**src/rtl/apb3_completer_fifo.sv**
```systemverilog
// APB3 completer exposing a FIFO: DATA pushes/pops, STATUS reports level and
// sticky over/underflow flags, CTRL flushes and clears. Fixed wait-state count.
module apb3_completer_fifo #(
  parameter int unsigned AddressWidth = 20,
  parameter int unsigned DataWidth    = 32,
  parameter int unsigned Depth        = 8,
  parameter int unsigned WaitStates   = 1
) (
  input  logic                    clk,
  input  logic                    rst_n,
  input  logic [AddressWidth-1:0] paddr,
  input  logic                    pwrite,
  input  logic                    psel,
  input  logic                    penable,
  input  logic [DataWidth-1:0]    pwdata,
  output logic [DataWidth-1:0]    prdata,
  output logic                    pready,
  output logic                    pslverr,
  output logic                    irq
);

  localparam int unsigned PtrW  = $clog2(Depth);
  localparam int unsigned CntW  = $clog2(Depth + 1);
  localparam int unsigned WaitW = 4;

  localparam logic [AddressWidth-1:0] AddrData   = AddressWidth'(0);
  localparam logic [AddressWidth-1:0] AddrStatus = AddressWidth'(4);
  localparam logic [AddressWidth-1:0] AddrCtrl   = AddressWidth'(8);

  typedef enum logic [1:0] {ST_IDLE, ST_WAIT, ST_DONE} state_e;

  state_e             state_q, state_d;
  logic [WaitW-1:0]   wait_q, wait_d;
  logic               done_entry_c;
  logic               commit_c;

  logic [DataWidth-1:0] mem [Depth];
  logic [PtrW-1:0]      wr_ptr_q, wr_ptr_d;
  logic [PtrW-1:0]      rd_ptr_q, rd_ptr_d;
  logic [CntW-1:0]      count_q, count_d;
  logic                 ovf_q, ovf_d;
  logic                 udf_q, udf_d;
  logic                 full_c, empty_c;
  logic [DataWidth-1:0] status_c;

  logic                 dec_push, dec_pop, dec_flush, dec_clr;
  logic                 dec_ovf, dec_udf, dec_err;
  logic [DataWidth-1:0] dec_rdata;

  logic                 op_push_q, op_pop_q, op_flush_q, op_clr_q;
  logic                 op_ovf_q, op_udf_q;
  logic [DataWidth-1:0] wdata_q;

  function automatic logic [PtrW-1:0] ptr_inc(input logic [PtrW-1:0] p);
    return (p == PtrW'(Depth - 1)) ? '0 : p + PtrW'(1);
  endfunction

  // Transfer sequencing: setup -> optional wait cycles -> single DONE cycle
  always_comb begin
    state_d = state_q;
    wait_d  = wait_q;
    unique case (state_q)
      ST_IDLE: begin
        if (psel && !penable) begin
          if (WaitStates == 0) begin
            state_d = ST_DONE;
          end else begin
            state_d = ST_WAIT;
            wait_d  = WaitW'(WaitStates);
          end
        end
      end
      ST_WAIT: begin
        if (!psel) begin
          state_d = ST_IDLE;
        end else if (wait_q == WaitW'(1)) begin
          state_d = ST_DONE;
        end else begin
          wait_d = wait_q - WaitW'(1);
        end
      end
      ST_DONE: state_d = ST_IDLE;
      default: state_d = ST_IDLE;
    endcase
  end

  assign done_entry_c = (state_d == ST_DONE);
  assign commit_c     = (state_q == ST_DONE) && psel && penable;

  assign full_c  = (count_q == CntW'(Depth));
  assign empty_c = (count_q == '0);

  always_comb begin
    status_c       = '0;
    status_c[7:0]  = 8'(count_q);
    status_c[8]    = empty_c;
    status_c[9]    = full_c;
    status_c[10]   = ovf_q;
    status_c[11]   = udf_q;
  end

  // Address decode; sampled into the op registers as DONE is entered
  always_comb begin
    dec_push  = 1'b0;
    dec_pop   = 1'b0;
    dec_flush = 1'b0;
    dec_clr   = 1'b0;
    dec_ovf   = 1'b0;
    dec_udf   = 1'b0;
    dec_err   = 1'b0;
    dec_rdata = '0;
    if (paddr == AddrData) begin
      if (pwrite) begin
        if (full_c) begin
          dec_err = 1'b1;
          dec_ovf = 1'b1;
        end else begin
          dec_push = 1'b1;
        end
      end else if (empty_c) begin
        dec_err = 1'b1;
        dec_udf = 1'b1;
      end else begin
        dec_pop   = 1'b1;
        dec_rdata = mem[rd_ptr_q];
      end
    end else if (paddr == AddrStatus) begin
      if (pwrite) dec_err = 1'b1;
      else        dec_rdata = status_c;
    end else if (paddr == AddrCtrl) begin
      if (pwrite) begin
        dec_flush = pwdata[0];
        dec_clr   = pwdata[1];
      end
    end else begin
      dec_err = 1'b1;
    end
  end

  // Side effects land on the edge closing DONE; flush is applied last so it wins
  always_comb begin
    wr_ptr_d = wr_ptr_q;
    rd_ptr_d = rd_ptr_q;
    count_d  = count_q;
    ovf_d    = ovf_q;
    udf_d    = udf_q;
    if (commit_c) begin
      if (op_push_q) begin
        wr_ptr_d = ptr_inc(wr_ptr_q);
        count_d  = count_q + CntW'(1);
      end
      if (op_pop_q) begin
        rd_ptr_d = ptr_inc(rd_ptr_q);
        count_d  = count_q - CntW'(1);
      end
      if (op_ovf_q) ovf_d = 1'b1;
      if (op_udf_q) udf_d = 1'b1;
      if (op_clr_q) begin
        ovf_d = 1'b0;
        udf_d = 1'b0;
      end
      if (op_flush_q) begin
        wr_ptr_d = '0;
        rd_ptr_d = '0;
        count_d  = '0;
      end
    end
  end

  always_ff @(posedge clk) begin
    if (!rst_n) begin
      state_q    <= ST_IDLE;
      wait_q     <= '0;
      pready     <= 1'b0;
      pslverr    <= 1'b0;
      prdata     <= '0;
      op_push_q  <= 1'b0;
      op_pop_q   <= 1'b0;
      op_flush_q <= 1'b0;
      op_clr_q   <= 1'b0;
      op_ovf_q   <= 1'b0;
      op_udf_q   <= 1'b0;
      wdata_q    <= '0;
      wr_ptr_q   <= '0;
      rd_ptr_q   <= '0;
      count_q    <= '0;
      ovf_q      <= 1'b0;
      udf_q      <= 1'b0;
      irq        <= 1'b0;
    end else begin
      state_q    <= state_d;
      wait_q     <= wait_d;
      pready     <= done_entry_c;
      pslverr    <= done_entry_c & dec_err;
      prdata     <= done_entry_c ? dec_rdata : '0;
      op_push_q  <= done_entry_c & dec_push;
      op_pop_q   <= done_entry_c & dec_pop;
      op_flush_q <= done_entry_c & dec_flush;
      op_clr_q   <= done_entry_c & dec_clr;
      op_ovf_q   <= done_entry_c & dec_ovf;
      op_udf_q   <= done_entry_c & dec_udf;
      if (done_entry_c) wdata_q <= pwdata;
      wr_ptr_q   <= wr_ptr_d;
      rd_ptr_q   <= rd_ptr_d;
      count_q    <= count_d;
      ovf_q      <= ovf_d;
      udf_q      <= udf_d;
      irq        <= ovf_d | udf_d;
    end
  end

  // Storage is intentionally left unreset
  always_ff @(posedge clk) begin
    if (rst_n && commit_c && op_push_q) mem[wr_ptr_q] <= wdata_q;
  end

endmodule

```
**config.mk**
```make
export PLATFORM = sky130hd
export DESIGN_NAME = apb3_completer_fifo
export DESIGN_NICKNAME = d
export VERILOG_FILES = /design/src/rtl/apb3_completer_fifo.sv
export SDC_FILE = /design/constraint.sdc
export NUM_CORES = 1
export LEC_CHECK = 0
export ABC_AREA = 1
export BUFFER_PORTS_ARGS = -buffer_cell sky130_fd_sc_hd__buf_2
export CAP_MARGIN = 10
export CORE_UTILIZATION = 47
export CTS_BUF_LIST = sky130_fd_sc_hd__clkbuf_8 sky130_fd_sc_hd__clkbuf_16
export DETAILED_ROUTE_END_ITERATION = 8
export PLACE_DENSITY_LB_ADDON = 0.2
export SYNTH_ARGS = -nofsm -noshare
export SYNTH_HDL_FRONTEND = slang
export SYNTH_SLANG_ARGS = --single-unit
```
**constraint.sdc**
```tcl
create_clock -name clk -period 12.4 [get_ports clk]
set_clock_uncertainty 0.15 [all_clocks]
set_input_delay 3.72 -clock clk [delete_from_list [all_inputs] [get_ports clk]]
set_output_delay 3.72 -clock clk [all_outputs]
set_load 0.01 [all_outputs]
```
After elaboration in Yosys (flattened, before gate mapping)
Memory sizes are Yosys's and may differ from the RTL's. A register that Yosys moved wholly into a read port is not among the register bits.
Index checks and enable logic that the tools add are counted.
{"block": "totals", "reg_bits": 91, "ramBits": 256, "inputBits": 57, "out_inout_bits": 35, "word_cells": 119, "n_memories": 1}
{"block": "op_classes", "n_addsub": 5, "n_eq_ne": 12, "n_mux": 57, "bitwise_logic": 8, "n_reduce_logical": 18}
{"memory": "mem", "words": 8, "word_bits": 32, "read_ports": 1, "rd_clocked_by_memory_dff": 1, "wr": 1, "line": "37", "source": "logic [DataWidth-1:0] mem [Depth];"}
{"op": "$mux 32", "n": 3}
{"op": "$mux 1", "n": 33}
{"op": "$mux 12", "n": 2}
{"op": "$mux 3", "n": 8}
{"op": "$mux 4", "n": 6}
{"op": "$eq 20x3->1 const B", "n": 1}
{"op": "$eq 20x4->1 const B", "n": 1}
{"op": "$logic_not 20->1", "n": 1}
{"op": "$pmux 4 s2", "n": 1}
{"op": "$reduce_and 2->1", "n": 4}
{"op": "$sub 4x1->4 const B", "n": 2}
{"op": "$and 1x1->1", "n": 7}
{"op": "$add 3x1->3 const B", "n": 2}
{"op": "$eq 3x3->1 const B", "n": 2}
{"op": "$mux 2", "n": 3}
{"op": "$ne 2x2->1 const B", "n": 3}
{"op": "$reduce_bool 2->1", "n": 3}
{"op": "$logic_and 1x1->1", "n": 5}
{"op": "$add 4x1->4 const B", "n": 1}
{"op": "$eq 2x2->1 const B", "n": 2}
{"op": "$eq 4x1->1 const B", "n": 1}
{"op": "$eq 4x4->1 const B", "n": 1}
{"op": "$logic_not 4->1", "n": 1}
{"op": "$pmux 2 s2", "n": 1}
{"op": "other kinds (6)", "n": 6}

Longest topological paths before layout
Gate-level depths: netlist of run 1.
{"block": "logic_depth", "word_depth": 7, "mapped_depth": 11, "depth_no_buf": 9}

Worst setup path before layout of run 1
Ideal clock, no wire load.
{"block": "synth_timing", "path_kind": "input port to flip-flop", "startpoint": "input rst_n", "endpoint": "memory mem[2][0] (enable)", "setup_time_ps": 461, "t_arrival_ps": 6484, "t_required_ps": 11789, "slack_ps": 5305, "stages": 5, "n_path_buf": 1, "path_cell_list": "clkbuf_1 > nand2_1 > nor2_1 > nand2_1 > nor3_1"}
{"block": "synth_between", "elab_chain_cells": 4}
{"element": "start: declaration", "line": "10", "source": "input logic rst_n,"}
{"element": "$logic_and 1x1->1 (2 in a row)", "line": "214", "source": "if (rst_n && commit_c && op_push_q) mem[wr_ptr_q] <= wdata_q;"}
{"element": "$mux 1", "line": "214"}
{"element": "$mux 1 (not written as such)", "line": "214"}
{"element": "end: declaration", "line": "37"}
Every way passes these cells.

Worst setup path after layout of run 1
{"block": "layout_timing", "startpoint": "input rst_n", "endpoint": "memory mem[5][6] (enable)"}
Same word-level chain as after synthesis.

==> results.txt, run 1 <==
Status = finished clean
First-pass GRT wire length = 49,100 um
Via count = 9,366
# nets final = 1,529
P_leak = 0.00655 uW
HP Class = reg -> reg
Clk pin slew, worst setup/hold paths = 60 ps
Worst EP required = 12,450 ps
Post-synthesis cell count = 1,380
# hold bufs at CTS = 0
Minimum clock period = 6100 ps
Clock tree buffer depth = 3
Number of global-route vias before repair = 9,259
GRT Total Usage = 0.207
Detailed Place HPWL = 17,100 um
Clk_lat worst skew = 510 ps
Critical Setup Path Class = in -> reg
Largest area contributor in the netlist = edfxtp_1
MaxCap Viol Count = 0
Setup violations, final = 0
Layout area overhead = 13.9%
Root Buffer = clkbuf_16
WL final = 30,800 um
Count of pins over their slew limit = 0
CTS H-tree depth = 2
Slowest library cell on the worst path = nor3_2
CTS resizes = 0
Maximum clock rate = 0.164 GHz
Total Neg Setup Slack = 0 ps
Util after Layout = 0.550
Diode count = 0
Tightest Pin Transition = 1230 ps
Post-synthesis net count = 1,446
CP Cell Sequence = buf_2 -> nand2_1 -> nor2_1 -> nand2_1 -> nor3_2 -> buf_4
Per-cell routed wire length = 16.4 um
Post-synthesis sequential area ratio = 0.683
# DRC = 0
Total setup buffers inserted after CTS = 0
Synth area leaders = edfxtp_1, dfxtp_1, nand2_1
Die X = 175 um
Largest net degree at the start of global routing = 120
Port buffer count = 91
Crit path capture type = flop
Die area = 30,500 sq um
Core area = 29,000 sq um
Final ANT Viol Nets = 0
Pre-antenna DRT Iters = 5
Top cell type's share of synthesized area = 0.548
GR Overflow Total = 0
Ys async rst share = 0
Post-Syn Area = 14,000 sq um
CTS tree = done
# IOs = 92
Worst setup SP type = input pin
1st-iter DRT viols = 580
Initial antenna violation count = 0
CTS Buf Count = 37
Yosys cell types = 29
Layout cells sized above 1 = 0.123
Delay-heaviest family, CP = simple AND/OR/NAND/NOR gates
Final Cycle Share = 0.492
Normalized max-slew margin = 0.179
Vias/cell = 5.00
RSZ-0062 raised after global routing = no
Post-Syn Area per Cell = 10.2 sq um
Synth Register Bits = 350
Synth warnings = 0
Final Wtd Congestion = 0.772
CP bufs+invs = 2
Cell mode on critical path = nand2_1
Final hold vios = 0
Post-synth EDFFs = 256
Rows = 62
CP peak stage delay = 940 ps
Initial Util = 0.483
Die height = 175 um
CP max FO = 38
PD cells = 147 nW/um^2
Max VDD drop = 0.0000743 V
WP data arrival = 6150 ps
Sink Count = 350
Ys flop type = edfxtp_1
-- flip-flops by register name, indices dropped and copies added (netlist names), 2 cells and up, named ones only --
signal / flops
mem: 256
prdata: 32
wdata_q: 32
count_q: 4
wait_q: 4
rd_ptr_q: 3
wr_ptr_q: 3
state_q: 2
-- worst min-delay path, cell delays in order, from the launching register on --
cell and delay (ps):
dfxtp_1 310, nand3_1 80, nand2_1 50
-- path summary, 6_finish.rpt --
check	from	end	slack, ps	cells after the start
setup / recovery	rst_n	mem[5][6]$_DFFE_PP_	6300	6
setup reg to reg	flop	prdata[7]$_SDFF_PP0_	9530	10
hold reg to reg	udf_q$_SDFF_PN0_	prdata[11]$_SDFF_PN0_	330	2
hold / removal	udf_q$_SDFF_PN0_	prdata[11]$_SDFF_PN0_	330	2
-- metrics by stage --
step                area, sq um  hold WS [ps]  std cells  setup slack [ps]  power, uW
floorplan                 14000           299       1380              5300       1280
global placement          14800           309       1808              5830       1300
detailed placement        14800           330       1808              5760       1300
CTS                       16000           333       1875              6300       2360
global route              16000           353       1875              6140       2410
finish                    16000           331       1875              6300       2340
-- synthesized netlist by cell type (2+ instances only) --
library cell  instances
nand2_1             308
buf_2                16
a21oi_1              47
clkbuf_1             24
nand2_4               2
nand3_1              65
nor2_2                2
buf_1                 8
buf_6                 6
buf_4                 9
dfxtp_1              94
nor2_4                2
edfxtp_1            256
inv_1               117
nor3_1               12
nor2_8                2
o21ai_0             102
ha_1                  8
inv_2                10
nor2_1              281
-- logic make-up after synthesis --
| logic type | count (synthesis) | synth area share |
|---|---|---|
| AOI/OAI and AO/OA | 151 | 0.0541 |
| xor gates and xnor gates | 1 | 0.000625 |
| adders and majority gates | 9 | 0.00857 |
| buffers and inverters | 190 | 0.0579 |
| DFF | 350 | 0.683 |
| and+or+nand+nor | 679 | 0.196 |
-- layer usage --
| layer | global-route usage | up-vias | part of all wire |
|---|---|---|---|
| met5 | 0 | - | 0 |
| met2 | 0.354 | 213 | 0.48 |
| li1 | - | 4676 | - |
| met1 | 0.272 | 4422 | 0.45 |
| met3 | 0.0337 | 55 | 0.047 |
| met4 | 0.0576 | 0 | 0.023 |
-- cell usage in the layout, fill, tap and decap left out, drive strengths merged, types with 9 or more instances in the layout --
| master | netlist | final |
|---|---|---|
| a21oi | 47 | 47 |
| buf | 39 | 107 |
| clkbuf | 24 | 42 |
| clkinv | 0 | 9 |
| dfxtp | 94 | 94 |
| edfxtp | 256 | 256 |
| inv | 127 | 141 |
| nand2 | 310 | 310 |
| nand3 | 66 | 66 |
| nor2 | 287 | 287 |
| nor3 | 12 | 12 |
| o21ai | 103 | 103 |
-- report_power, final --
group	total [uW]	switching, uW	leakage (uW)	internal [uW]
clock network	1070	441	0.000621	627
registers	1250	4.21	0.00271	1250
logic	24.8	14.6	0.00321	10.1
total	2340	460	0.00655	1880
-- cell type report --
class                      instances  area (sq um)
inverter                         127           477
clock inverter                    25           160
multi-input combinational        840          3680
clock buffer                      42          1020
sequential                       350          9570
fill                            2568         13100
timing repair buffer             107           576
tap                              384           480
Power figures use the tool's default switching activity.
==> run 2: changes to the inputs <==
==> constraint.sdc (replaced) <==
create_clock -name clk -period 6.2 [get_ports clk]
set_clock_uncertainty 0.15 [all_clocks]
set_input_delay 1.86 -clock clk [delete_from_list [all_inputs] [get_ports clk]]
set_output_delay 1.86 -clock clk [all_outputs]
set_load 0.01 [all_outputs]
==> results.txt, run 2 (synthesis results as in run 1) <==
Finished layout cell area = 16,000 sq um (about the same)
Port buffer count = 91 (unchanged)
# nets final = 1,531 (was 1,529)
Die X = 175 um (unchanged)
Clk_lat worst skew = 510 ps (about the same)
CTS tree = done (unchanged)
Number of global-route vias before repair = 9,082 (was 9,259)
Most flops, register = mem (unchanged)
Clock tree buffer depth = 3 (unchanged)
Initial antenna violation count = 0 (unchanged)
CTS resizes = 0 (unchanged)
Rows = 62 (unchanged)
Final ANT Viol Nets = 0 (unchanged)
Via count = 9,348 (was 9,366)
Core area = 29,000 sq um (unchanged)
Die height = 175 um (unchanged)
Placed inst area = 14,800 sq um (about the same)
Max FFs per register = 256 (unchanged)
Final hold vios = 0 (unchanged)
Per-cell routed wire length = 16.2 um (was 16.4 um)
Final Cycle Share = 0.610
CTS Buf Count = 38 (was 37)
Share of total power in sequential cells = 0.529 (was 0.533)
Clock power frac = 0.460 (was 0.456)
GRT Total Usage = 0.203 (was 0.207)
Critical Setup Path Class = in -> reg (unchanged)
Largest net degree at the start of global routing = 94 (was 120)
Root Buffer = clkbuf_16 (unchanged)
P_leak = 0.00654 uW (was 0.00655 uW)
Sw frac = 0.192 (was 0.196)
Clk pin slew, worst setup/hold paths = 60 ps (about the same)
Count of pins over their slew limit = 0 (unchanged)
# hold bufs at CTS = 0 (unchanged)
Layout Cells excl Fill = 1,879 (was 1,875)
Commonest non-fill, non-tap cells in the layout = nand2_1, nor2_1, edfxtp_1 (unchanged)
Tightest Pin Transition = 1080 ps (was 1230 ps)
Pre-antenna DRT Iters = 5 (unchanged)
Int Pwr = 3810 uW (was 1880 uW)
Setup violations, final = 0 (unchanged)
Die area = 30,500 sq um (unchanged)
Total setup buffers inserted after CTS = 0 (unchanged)
HP Class = reg -> reg (unchanged)
WL final = 30,400 um (was 30,800 um)
Placed Cells = 1,809 (was 1,808)
WP data arrival = 3830 ps (was 6150 ps)
Final Wtd Congestion = 0.765 (was 0.772)
Worst EP required = 6250 ps (was 12,450 ps)
Sink Count = 350 (unchanged)
Layout area overhead = 14.4% (was 13.9%)
Crit path capture type = flop (unchanged)
Largest registers = mem: 256 flops, prdata: 32 flops, wdata_q: 32 flops (unchanged)
PD cells = 294 nW/um^2 (was 147 nW/um^2)
Diode count = 0 (unchanged)
MaxCap Viol Count = 0 (unchanged)
# DRC = 0 (unchanged)
# IOs = 92 (unchanged)
CP max FO = 38 (unchanged)
Normalized max-slew margin = 0.279 (was 0.179)
Worst setup SP type = input pin (unchanged)
CTS H-tree depth = 2 (unchanged)
Vias/cell = 4.97 (was 5.00)
Layout cells sized above 1 = 0.129 (was 0.123)
Worst hold slack = 336 ps (was 331 ps)
1st-iter DRT viols = 723 (was 580)
Max VDD drop = 0.000174 V (was 0.0000743 V)
Minimum clock period = 3780 ps
First-pass GRT wire length = 48,100 um (was 49,100 um)
GR Overflow Total = 0 (unchanged)
Comb pwr share = 0.011 (about the same)
Maximum clock rate = 0.264 GHz
Detailed Place HPWL = 17,000 um (was 17,100 um)
RSZ-0062 raised after global routing = no (unchanged)
Most common cell after layout, fill and taps aside = nand2_1 (unchanged)
Psw = 906 uW (was 460 uW)
Initial Util = 0.483 (unchanged)
Status = finished clean (unchanged)
Total Neg Setup Slack = 0 ps (unchanged)
[run 2: cell types whose count changed in the layout (fill, tap and decap cells not counted)]
cell / delta
buf_12: +1
inv_8: -1
clkbuf_8: +1
clkinv_1: -5
bufinv_16: -1
clkbuf_16: +3
inv_6: -1
clkinv_2: +7
[run 2: path summary, 6_finish.rpt]
kind | cells past startpoint | slack, ps | endpoint | startpoint
worst min-delay path | 2 | 340 | flop | rd_ptr_q[1]$_SDFFE_PN0P_
worst min register to register | 2 | 340 | flop | rd_ptr_q[1]$_SDFFE_PN0P_
worst max register to register | 10 | 3310 | prdata[5]$_SDFF_PP0_ | flop
worst max-delay path | 6 | 2420 | mem[4][26]$_DFFE_PP_ | rst_n
[run 2: stage by stage]
step,worst slack (ps),total power [uW],utilization
after floorplan,965,2570,-
after detailed placement,1870,2600,0.510
after global placement,1890,2600,0.510
after CTS,2380,4760,0.553
final,2420,4720,0.553
after global routing,2190,4860,0.553
[run 2: power by group through the flow]
stage | Clock [uW] | Combinational [uW] | Sequential [uW]
6_report | 2170 | 49.6 | 2500
5_1_grt | 2310 | 55.7 | 2500
4_1_cts | 2210 | 50.3 | 2500
3_5_place_dp | 0 | 50.1 | 2550
3_3_place_gp | 0 | 49.3 | 2550
2_1_floorplan | 0 | 23.0 | 2550
[run 2: metal layers]
layer	vias up	GRT usage	wire, um
li1	4670	-	-
met2	242	0.347	14500
met4	0	0.0536	511
met3	43	0.0313	1590
met1	4393	0.270	13800
met5	-	0	0
[run 2: cell type report]
class                           instances  area [sq um]
Clock buffer                           46          1110
Clock inverter                         24           126
Fill cell                            2513         13000
Inverter                              127           477
Multi-Input combinational cell        840          3680
Sequential cell                       350          9570
Tap cell                              384           480
Timing Repair Buffer                  108           596
[run 2: critical path, stage by stage]
cell and delay (ps):
buf_2 620, nand2_1 130, nor2_1 170, nand2_1 170, nor3_2 560, buf_12 290
==> run 3: changes to the inputs <==
==> constraint.sdc (replaced) <==
create_clock -name clk -period 3.55 [get_ports clk]
set_clock_uncertainty 0.15 [all_clocks]
set_input_delay 1.065 -clock clk [delete_from_list [all_inputs] [get_ports clk]]
set_output_delay 1.065 -clock clk [all_outputs]
set_load 0.01 [all_outputs]
==> results.txt, run 3 (synthesis results as in run 1) <==
# hold bufs at CTS = 0 (unchanged)
FILL cells = 2,538 (was 2,513)
Final Wtd Congestion = 0.799 (was 0.765)
CP peak stage delay = 880 ps (was 620 ps)
Reg-to-reg endpoint = prdata[2]$_SDFF_PN0_ (was prdata[5]$_SDFF_PP0_)
Initial Util = 0.483 (unchanged)
WL final = 29,700 um (was 30,400 um)
WP data arrival = 2700 ps (was 3830 ps)
Initial antenna violation count = 0 (unchanged)
Diode count = 0 (unchanged)
Total setup buffers inserted after CTS = 0 (unchanged)
Largest registers = mem: 256 flops, prdata: 32 flops, wdata_q: 32 flops (unchanged)
Die area = 30,500 sq um (unchanged)
HP Start = udf_q$_SDFF_PN0_ (was rd_ptr_q[1]$_SDFFE_PN0P_)
Placed Cells = 1,813 (was 1,809)
Sink Count = 350 (unchanged)
Layout Cells excl Fill = 1,881 (was 1,879)
CP max FO = 126 (was 38)
Count of pins over their slew limit = 0 (unchanged)
Die height = 175 um (unchanged)
First-pass GRT wire length = 47,700 um (was 48,100 um)
CP Cell Sequence = inv_2 -> buf_4 -> nand2_1 -> nand3_1 -> nand2_1 -> nand2_1 -> nand2_1 -> nand3_1 -> nand2_1 (was buf_2 -> nand2_1 -> nor2_1 -> nand2_1 -> nor3_2 -> buf_12)
Layout cells sized above 1 = 0.130 (was 0.129)
Comb pwr share = 0.010 (was 0.011)
Psw = 1600 uW (was 906 uW)
Normalized max-slew margin = 0.184 (was 0.279)
Sw frac = 0.196 (was 0.192)
HP Class = reg -> reg (unchanged)
Port buffer count = 91 (unchanged)
Most common cell after layout, fill and taps aside = nand2_1 (unchanged)
# nets final = 1,534 (was 1,531)
Status = finished clean (unchanged)
P_leak = 0.00652 uW (was 0.00654 uW)
Clock tree buffer depth = 3 (unchanged)
Final Cycle Share = 0.690
Minimum clock period = 2450 ps
Critical Setup Path Class = reg -> reg (was in -> reg)
Detailed Place HPWL = 16,500 um (was 17,000 um)
Rows = 62 (unchanged)
Share of total power in sequential cells = 0.534 (was 0.529)
Cell mode on critical path = nand2_1 (unchanged)
Layout area overhead = 14.2% (was 14.4%)
Clk_lat worst skew = 510 ps (about the same)
Slowest library cell on the worst path = buf_4 (was buf_2)
Final hold vios = 0 (unchanged)
Int Pwr = 6570 uW (was 3810 uW)
CTS resizes = 0 (unchanged)
CTS Buf Count = 37 (was 38)
Commonest non-fill, non-tap cells in the layout = nand2_1, nor2_1, edfxtp_1 (unchanged)
Largest net degree at the start of global routing = 127 (was 94)
Total Power = 8170 uW (was 4720 uW)
WHS Endpoint = prdata[11]$_SDFF_PN0_
CTS H-tree depth = 2 (unchanged)
CTS tree = done (unchanged)
PD cells = 511 nW/um^2 (was 294 nW/um^2)
Crit path capture type = flop (unchanged)
# DRC = 0 (unchanged)
Vias/cell = 4.99 (was 4.97)
RSZ-0062 raised after global routing = no (unchanged)
Worst setup SP type = flop (was input pin)
GRT Total Usage = 0.200 (was 0.203)
Via count = 9,393 (was 9,348)
Hold Path Cell Cnt = 2 (unchanged)
Max VDD drop = 0.000381 V (was 0.000174 V)
Tightest Pin Transition = 1220 ps (was 1080 ps)
Maximum clock rate = 0.408 GHz
Per-cell routed wire length = 15.8 um (was 16.2 um)
Final ANT Viol Nets = 0 (unchanged)
MaxCap Viol Count = 0 (unchanged)
R2R cell count = 9 (was 10)
# IOs = 92 (unchanged)
Worst hold slack = 318 ps (was 336 ps)
Pre-antenna DRT Iters = 4 (was 5)
Worst R2R Setup Slack = 1100 ps (was 3310 ps)
Clk pin slew, worst setup/hold paths = 60 ps (about the same)
Root Buffer = clkbuf_16 (unchanged)
Core area = 29,000 sq um (unchanged)
Clock power frac = 0.456 (was 0.460)
GR Overflow Total = 0 (unchanged)
Max FFs per register = 256 (unchanged)
Number of global-route vias before repair = 9,000 (was 9,082)
Most flops, register = mem (unchanged)
Die X = 175 um (unchanged)
Setup violations, final = 0 (unchanged)
Worst EP required = 3800 ps (was 6250 ps)
1st-iter DRT viols = 720 (was 723)
run 3: cell count changes in the layout (fill, tap and decap cells not counted), sizes merged:
cell	before	now
clkbuf	46	45
clkinvlp	0	1
clkinv	11	9
buf	108	112
run 3: area by class of cell:
type | instances | area, sq um | share of cell area
Timing Repair Buffer | 112 | 613 | 0.0383
Sequential cell | 350 | 9570 | 0.598
Multi-Input combinational cell | 840 | 3680 | 0.230
Clock inverter | 23 | 131 | 0.00821
Clock buffer | 45 | 1060 | 0.0661
Inverter | 127 | 477 | 0.0298
Tap cell | 384 | 480 | 0.0300
run 3: per-layer routing:
layer | part of all wire | up-vias | track usage | routed length, um
met5 | 0 | - | 0 | 0
met3 | 0.058 | 53 | 0.0331 | 1710
met1 | 0.46 | 4417 | 0.276 | 13600
met2 | 0.46 | 243 | 0.326 | 13700
met4 | 0.019 | 0 | 0.0598 | 576
li1 | - | 4680 | - | -
run 3: power groups by stage:
stage | combinational, uW | clock (uW) | sequential [uW]
finish | 85.5 | 3720 | 4360
global route | 96.9 | 3950 | 4360
CTS | 86.2 | 3780 | 4360
detailed placement | 85.9 | 0 | 4450
global placement | 84.3 | 0 | 4450
floorplan | 40.1 | 0 | 4450
run 3: critical path, delay by kind of cell (launching register included):
kind                   cells  cell delay [ps]
AND/OR/NAND/NOR            7              670
flip-flops                 1              450
buffers and inverters      2              980
run 3: worst max-delay path by stage:
stage | start | end | slack, ps | cells past startpoint
floorplan | rst_n | mem[2][0]$_DFFE_PP_ | -890 | 5
global placement | psel | mem[6][27]$_DFFE_PP_ | 710 | 6
detailed placement | psel | mem[6][27]$_DFFE_PP_ | 660 | 6
CTS | flop | prdata[5]$_SDFF_PP0_ | 1090 | 8
global route | flop | prdata[31]$_SDFF_PP0_ | 860 | 8
finish | flop | prdata[2]$_SDFF_PN0_ | 1100 | 9
run 3: metrics by stage:
step                cell area (sq um)  TNS (ps)  worst slack, ps   util
global placement                14800         0              711  0.511
global route                    16000         0              864  0.552
finish                          16000         0             1100  0.552
CTS                             16000         0             1090  0.552
detailed placement              14800         0              659  0.511
floorplan                       14000   -227930             -890      -
